==> src/rtl/csa_nibble_seq_if.sv <==
// Operand/result handshake bundle for csa_nibble_seq.
// slave = adder side, master = source/consumer side; ovf only with CSA_SEQ_OVF_EN.
interface csa_nibble_seq_if #(
    parameter int WIDTH = 16
);
    logic             in_valid;
    logic             in_ready;
    logic [WIDTH-1:0] a;
    logic [WIDTH-1:0] b;
    logic             cin;
    logic             out_valid;
    logic             out_ready;
    logic [WIDTH-1:0] sum;
    logic             cout;
    logic             busy;
`ifdef CSA_SEQ_OVF_EN
    logic             ovf;
`endif

    modport slave (
        input  in_valid, a, b, cin, out_ready,
        output in_ready, out_valid, sum, cout, busy
`ifdef CSA_SEQ_OVF_EN
        , output ovf
`endif
    );

    modport master (
        output in_valid, a, b, cin, out_ready,
        input  in_ready, out_valid, sum, cout, busy
`ifdef CSA_SEQ_OVF_EN
        , input ovf
`endif
    );
endinterface

==> src/rtl/csa_nibble_seq.sv <==
// Nibble-serial WIDTH-bit adder reusing one 4-bit carry-select slice.
// Ports: clk, rst_n (async low), bus (slave). Macro CSA_SEQ_OVF_EN adds ovf.
module csa_nibble_seq #(
    parameter int WIDTH = 16
) (
    input  logic              clk,
    input  logic              rst_n,
    csa_nibble_seq_if.slave   bus
);
    localparam int N     = WIDTH / 4;
    localparam int IDX_W = (N > 1) ? $clog2(N) : 1;
    localparam logic [IDX_W-1:0] LAST = IDX_W'(N - 1);

    typedef enum logic [1:0] {
        IDLE = 2'd0,
        RUN  = 2'd1,
        DONE = 2'd2
    } state_t;

    state_t           state, state_n;
    logic [WIDTH-1:0] ra, rb;
    logic [IDX_W-1:0] idx;
    logic             c;
    logic [WIDTH-1:0] sum_q;
    logic             cout_q;

    logic [IDX_W+1:0] base;
    logic [3:0]       na, nb;
    logic [4:0]       s0, s1, sel;
    logic             accept;

    assign accept = (state == IDLE) && bus.in_valid;

    // Slice: both carry cases precomputed, registered carry picks one.
    assign base = {idx, 2'b00};
    assign na   = 4'(ra >> base);
    assign nb   = 4'(rb >> base);
    assign s0   = {1'b0, na} + {1'b0, nb};
    assign s1   = {1'b0, na} + {1'b0, nb} + 5'd1;
    assign sel  = c ? s1 : s0;

    always_ff @(posedge clk or negedge rst_n) begin
        if (!rst_n) state <= IDLE;
        else        state <= state_n;
    end

    always_comb begin
        state_n = state;
        unique case (state)
            IDLE: if (bus.in_valid) state_n = RUN;
            RUN:  if (idx == LAST)  state_n = DONE;
            DONE: if (bus.out_ready) state_n = IDLE;
            default: state_n = IDLE;
        endcase
    end

    always_ff @(posedge clk or negedge rst_n) begin
        if (!rst_n) begin
            ra     <= '0;
            rb     <= '0;
            idx    <= '0;
            c      <= 1'b0;
            sum_q  <= '0;
            cout_q <= 1'b0;
        end else if (accept) begin
            ra  <= bus.a;
            rb  <= bus.b;
            c   <= bus.cin;
            idx <= '0;
        end else if (state == RUN) begin
            for (int i = 0; i < N; i++) begin
                if (idx == IDX_W'(i)) sum_q[4*i +: 4] <= sel[3:0];
            end
            c   <= sel[4];
            idx <= idx + IDX_W'(1);
            if (idx == LAST) cout_q <= sel[4];
        end
    end

`ifdef CSA_SEQ_OVF_EN
    logic ovf_q;

    // MSB of the sum is sel[3] on the last nibble step.
    always_ff @(posedge clk or negedge rst_n) begin
        if (!rst_n) begin
            ovf_q <= 1'b0;
        end else if (state == RUN && idx == LAST) begin
            ovf_q <= (ra[WIDTH-1] == rb[WIDTH-1]) &&
                     (sel[3] != ra[WIDTH-1]);
        end
    end

    assign bus.ovf = ovf_q;
`endif

    assign bus.in_ready  = (state == IDLE);
    assign bus.out_valid = (state == DONE);
    assign bus.busy      = (state != IDLE);
    assign bus.sum       = sum_q;
    assign bus.cout      = cout_q;
endmodule

==> src/flat_wrapper.sv <==
// flat-port wrapper written by rule: the top's interface ports become plain ports
module csa_nibble_seq_flat 
#(
    parameter int WIDTH = 16
)
  (clk, rst_n, bus_in_valid, bus_a, bus_b, bus_cin, bus_out_ready, bus_in_ready, bus_out_valid, bus_sum, bus_cout, bus_busy);
  csa_nibble_seq_if #(.WIDTH(WIDTH)) bus_i ();
  input  logic clk;
  input  logic rst_n;
  input wire logic [$bits(bus_i.in_valid)-1:0] bus_in_valid;
  input wire logic [$bits(bus_i.a)-1:0] bus_a;
  input wire logic [$bits(bus_i.b)-1:0] bus_b;
  input wire logic [$bits(bus_i.cin)-1:0] bus_cin;
  input wire logic [$bits(bus_i.out_ready)-1:0] bus_out_ready;
  output wire logic [$bits(bus_i.in_ready)-1:0] bus_in_ready;
  output wire logic [$bits(bus_i.out_valid)-1:0] bus_out_valid;
  output wire logic [$bits(bus_i.sum)-1:0] bus_sum;
  output wire logic [$bits(bus_i.cout)-1:0] bus_cout;
  output wire logic [$bits(bus_i.busy)-1:0] bus_busy;
  assign bus_i.in_valid = bus_in_valid;
  assign bus_i.a = bus_a;
  assign bus_i.b = bus_b;
  assign bus_i.cin = bus_cin;
  assign bus_i.out_ready = bus_out_ready;
  assign bus_in_ready = bus_i.in_ready;
  assign bus_out_valid = bus_i.out_valid;
  assign bus_sum = bus_i.sum;
  assign bus_cout = bus_i.cout;
  assign bus_busy = bus_i.busy;
  csa_nibble_seq #(.WIDTH(WIDTH)) u_core (.clk(clk), .rst_n(rst_n), .bus(bus_i));
endmodule
==> config.mk <==
export PLATFORM = sky130hd
export DESIGN_NAME = csa_nibble_seq_flat
export DESIGN_NICKNAME = d
export VERILOG_FILES = /design/src/rtl/csa_nibble_seq_if.sv /design/src/rtl/csa_nibble_seq.sv /design/src/flat_wrapper.sv
export SDC_FILE = /design/constraint.sdc
export NUM_CORES = 1
export LEC_CHECK = 0
export ABC_AREA = 1
export ABC_CLOCK_PERIOD_IN_PS = 2330
export CORE_MARGIN = 1.5
export CORE_UTILIZATION = 56
export CTS_CLUSTER_SIZE = 30
export DETAILED_ROUTE_END_ITERATION = 8
export DONT_BUFFER_PORTS = 1
export PLACE_DENSITY = 0.73
export SLEW_MARGIN = 10
export SYNTH_ARGS = -nofsm -noshare
export SYNTH_HDL_FRONTEND = slang
export SYNTH_SLANG_ARGS = --single-unit
==> constraint.sdc <==
create_clock -name clk -period 2.33 [get_ports clk]
set_input_delay 0.3495 -clock clk [delete_from_list [all_inputs] [get_ports clk]]
set_output_delay 0.3495 -clock clk [all_outputs]
set_load 0.02 [all_outputs]
Yosys cells after proc, flatten, opt, wreduce, memory -nomap -nowiden

Cells that the tools add are included.

Input bits: 37
Flip-flop bits (word level): 54

Mux-type cells: 9
Shifts and indexed selects: 2
Bitwise gates (word level): 1
Add/sub/neg operators: 3
Reductions and logical operators: 10
Equality and inequality tests: 8

Operator list:

| cell                                                  | number |
|---|---|
| >> shifter 16 x 4 -> 4 bit                            | 2 |
| AND reduction 3 bit                                   | 5 |
| two-way mux 2 bit                                     | 5 |
| == test 2 bit, second input constant                  | 3 |
| case mux 2 bit (3 select lines)                       | 1 |
| adder 4 x 4 -> 5 bit                                  | 1 |
| adder 5 x 1 -> 5 bit, second input constant           | 1 |
| two-way mux 5 bit                                     | 1 |
| == test 2 x 1 -> 1 bit, second input constant         | 2 |
| logical NOT 2 bit                                     | 2 |
| inequality test 2 bit, second input constant          | 2 |
| nonzero test 2 bit                                    | 2 |
| adder 2 x 1 -> 2 bit, second input constant           | 1 |
| two-way mux 1 bit                                     | 2 |
| inequality test 2 x 1 -> 1 bit, second input constant | 1 |
| logical AND 1 bit                                     | 1 |
| inverter 1 bit                                        | 1 |

Depth between registers and ports, before layout

Depth after elaboration: 6
Mapped depth: 15

Worst setup path before layout

No wires, ideal clock.

Path type: register -> register
From: reg u_core.idx[0]
To: reg u_core.c
Data required time: 2.214 ns
Setup slack: 0.023 ns
Cell stages (with the launch flop): 15
Path buffers: 1
Period minus slack after synthesis: 2.307 ns
Library setup time: 0.116 ns
Arrival: 2.190 ns
Path through: dfrtp_1 > inv_2 > buf_2 > nor2_1 > o22ai_1 > ha_1 > fa_1 > ha_1 > nand2_1 > nor2_2 > nand3_1 > nand2_1 > nand2_1 > nand2_1 > nand2_1

Word-level cells in the longest chain between the ends: 6
Elaborated cells between the ends (all ways): 7
Those cells by class: add/sub (2); shift (2); mux (3)

RTL lines:

| what                                          | RTL line                                   | RTL |
|---|---|---|
| from (decl)                                   | csa_nibble_seq.sv:22                       | `logic [IDX_W-1:0] idx;` |
| from (signal assigned)                        | csa_nibble_seq.sv:75                       | `idx <= idx + IDX_W'(1);` |
| >> shifter 16 x 4 -> 4 bit (on tied branches) | csa_nibble_seq.sv:36, csa_nibble_seq.sv:37 |  |
| adder 4 x 4 -> 5 bit (*)                      | csa_nibble_seq.sv:38, csa_nibble_seq.sv:39 |  |
| adder 5 x 1 -> 5 bit                          | csa_nibble_seq.sv:39                       | `assign s1 = {1'b0, na} + {1'b0, nb} + 5'd1;` |
| two-way mux 5 bit (*)                         | csa_nibble_seq.sv:40                       | `assign sel = c ? s1 : s0;` |
| two-way mux 1 bit (*)                         | csa_nibble_seq.sv:70                       | `end else if (state == RUN) begin` |
| two-way mux 1 bit (*)                         | csa_nibble_seq.sv:65                       | `end else if (accept) begin` |
| to (signal assigned)                          | csa_nibble_seq.sv:68                       | `c <= bus.cin;` |
| to (signal assigned)                          | csa_nibble_seq.sv:74                       | `c <= sel[4];` |
| to (decl)                                     | csa_nibble_seq.sv:23                       | `logic c;` |

Mark *: on every way between the ends. The rest lies on a longest branch, timed or not. The select of a mux whose other input is x is not followed.
A chain may end at the register's enable or synchronous reset.

Final worst setup path

From: reg u_core.idx[0]
To: reg u_core.cout_q (netlist: u_core.bus.cout)

Word-level cells in the longest chain between the ends: 4
Elaborated cells between the ends (all ways): 7
Those cells by class: add/sub (2); eq/ne (1); shift (2); mux (1); reduce/logical (1)

RTL lines:

| what                                          | RTL line                                   | RTL |
|---|---|---|
| >> shifter 16 x 4 -> 4 bit (on tied branches) | csa_nibble_seq.sv:36, csa_nibble_seq.sv:37 |  |
| adder 4 x 4 -> 5 bit                          | csa_nibble_seq.sv:38, csa_nibble_seq.sv:39 |  |
| adder 5 x 1 -> 5 bit                          | csa_nibble_seq.sv:39                       |  |
| two-way mux 5 bit                             | csa_nibble_seq.sv:40                       |  |
| to (signal assigned)                          | csa_nibble_seq.sv:76                       | `if (idx == LAST) cout_q <= sel[4];` |
| to (decl)                                     | csa_nibble_seq.sv:25                       | `logic cout_q;` |

Parallel ways exist; a longest one is shown, timed or not.

==> summary.txt <==
CTS
  – Clk root buf: clkbuf_8
  – TritonCTS clock tree: done
  – Clock latency reported for the late side of the worst-skew pair: 300 ps
  – H-tree level count: 2
  – CTS sink cnt: 54
  – Post-CTS Setup Repair Bufs: 0
  – Reg clk slew, reported paths: about 90 ps
  – Clock buffer count from CTS: 5
  – Clk buf depth: 2

Setup path
  – CP peak stage delay: 570 ps
  – Crit path max-delay family: adder cells
  – Critical Path AT: 2470 ps
  – Setup Crit Path Kind: reg2reg
  – Crit path max fanout: 9
  – Most used cell along the critical path: nand2_1
  – Crit path max-delay cell type: fa_1
  – Worst Setup Start Kind: register
  – CP required: 2530 ps
  – CP bufs+invs: 1
  – Cells along the critical path: buf_4 -> o21ai_2 -> o22ai_2 -> fa_1 -> ha_1 -> nand2_2 -> nor2_2 -> nand3_1 -> nand2_1 -> nand2_1 -> nand2_1 -> nand2_1
  – Setup crit end kind: register

Global route
  – Global-route wire length before repair: 8.887 mm
  – Initial antenna violation count: 0
  – Gr usage total: 22.28%
  – Largest net degree at the start of global routing: 55
  – Vias in the first global route: 2,006
  – Grt total ovfl: 0

Synth
  – Largest family of logic cells by synthesized area: simple AND/OR/NAND/NOR gates
  – Synthesized area: 2592 um^2
  – Synth Area in Simple Gates: 29.83%
  – XOR/XNOR Fraction of Synth Area: 0.6757%
  – Synth Area in Adders: 5.116%
  – Register area share after synthesis: between 50 and 60%
  – Complex-gate fraction of the synthesized area: between 7 and 8%
  – Yosys cell types: 24
  – Yosys reg bits: 54
  – Syn_nets: 370
  – Mean Syn Cell Area: between 8 and 9 um^2
  – Mux contribution to synthesized area: 0%
  – Gate Count Post-Synth: 323
  – Synth warn: 0

Timing
  – Slew @ Worst Pin: 478.3 ps
  – Fin. Hold Viols: 0
  – Max_slew headroom: 68.07%
  – Post-layout min period: approximately 2300 ps
  – Part of the cycle the worst path needs: 97.57%
  – Clock Skew: 10.83 ps
  – Final hold slack: 141.3 ps
  – Slew Viols, Final: 0
  – RSZ-0062 raised after global routing: true
  – Max Freq: 439.9 MHz
  – Setup Viol. Count Final: 0

Drt
  – Routed WL per cell: 13.49 um
  – Residual DRC count: 0
  – Via-to-Cell Ratio: 5.283
  – Pre-antenna DRT Iters: 4
  – Routed via count: between 2,000 and 2,500
  – ANT nets after route: 0
  – Final WL: 5.195 mm
  – DRT iter0 DRCs: 83

Die
  – Die area: 5047 um^2
  – Die height: 71.04 um
  – Boundary pin count: 57
  – Cell Rows: 24
  – Starting Density: 58.73%
  – Core area: 4414 um^2
  – Die W: about 71 um

Layout
  – Most frequent cells in the layout: nand2_1 (159), dfrtp_1 (53), nor2_1 (20)
  – Nets: between 300 and 400
  – Area added between synthesis and finish: 10.23%
  – Ant diodes: 0
  – Finished Core Util: between 60 and 70%
  – Share of layout cells above drive strength 1: a little over an eighth
  – Most common library cell in the layout ignoring fill and taps: nand2_1

Run status
  – Outcome: finished, final reports clean

Job
  – MaxCap Viol Count: 0

Placed design
  – # port buffers: 0
  – RePlAce Congestion: 0.8883
  – Post-detail-place hpwl: roughly 3.7 mm

Hold path
  – HP Class: in2reg
[worst paths after layout]
check,cells after the start,from,slack (ps),endpoint
max,12,u_core.idx[0]$_DFFE_PN0P_,60,u_core.bus.cout$_DFFE_PN0P_
min in group asynchronous,2,rst_n,550,u_core.bus.sum[15]$_DFFE_PN0P_
min reg2reg,2,u_core.ra[11]$_DFFE_PN0P_,490,u_core.ra[11]$_DFFE_PN0P_
max in group asynchronous,2,rst_n,1520,u_core.idx[0]$_DFFE_PN0P_
min,1,bus_out_ready,140,u_core.state[1]$_DFFE_PN0P_
max reg2reg,12,u_core.idx[0]$_DFFE_PN0P_,60,u_core.bus.cout$_DFFE_PN0P_
[metal layers]
metal	wire [um]	vias up	track usage (%)
met5	0	-	0
met1	2358	952	29.35
met4	79	0	5.870
met2	2549	46	37.80
met3	208	8	4.558
li1	-	1028	-
[per-stage QoR]
stage	cells	worst slack (ps)	TNS, ps	area (um^2)
floorplan	323	23.35	0	2592
CTS	384	15.46	0	2799
global route	385	-111.7	-567.4	2858
finish	385	56.55	0	2858
detailed placement	376	-47.86	-306.5	2678
global placement	376	35.87	0	2678
[cell families (layout without fill, tap and decap cells)]
kind of cell | count (synthesis) | count (layout)
AO/OA/AOI/OAI | 35 | 35
adder cells (fa/ha/maj) | 10 | 10
XOR/XNOR | 2 | 2
buffers and inverters | 27 | 37
AND/OR/NAND/NOR | 195 | 195
flip-flops | 54 | 54
[sequential cells by signal, indices dropped and copies added, names as in the netlist]
signal / flops
u_core.ra: 16
u_core.idx: 2
u_core.state: 2
u_core.c: 1
u_core.bus.cout: 1
u_core.rb: 16
u_core.bus.sum: 16
[final cells by class]
| cell class | instances | area, um^2 |
|---|---|---|
| repair buffers | 11 | 108.9 |
| well taps | 52 | 65.06 |
| fillers | 400 | 1556 |
| repair inverters | 1 | 5.005 |
| clock buffers | 6 | 82.58 |
| multi-input cells | 242 | 1160 |
| inverters | 19 | 83.83 |
| flip-flops and latches | 54 | 1353 |
[repair_timing]
action	4_1_cts	5_1_grt
setup endpoints to repair	10	14
hold endpoints to repair	54	0
resized for setup	2	19
pin swaps	0	4
gates cloned	0	1
hold buffers	2	0
[synthesized netlist by cell type, drive strengths merged]
library cell,count,area [um^2]
nand4,1,6.260
inv,18,75.07
clkinv,1,3.750
nand3,5,25.02
xnor2,1,8.760
dfrtp,54,1351
nor2,22,92.59
fa,1,20.02
o31ai,1,7.510
o22ai,8,50.05
ha,9,112.6
o21ai,25,125.1
nand2,167,649.4
xor2,1,8.760
a21oi,1,8.760
buf,8,47.54
Power is not shown: default switching activity piles up to over one toggle a cycle in this logic, so the estimate is an artifact.
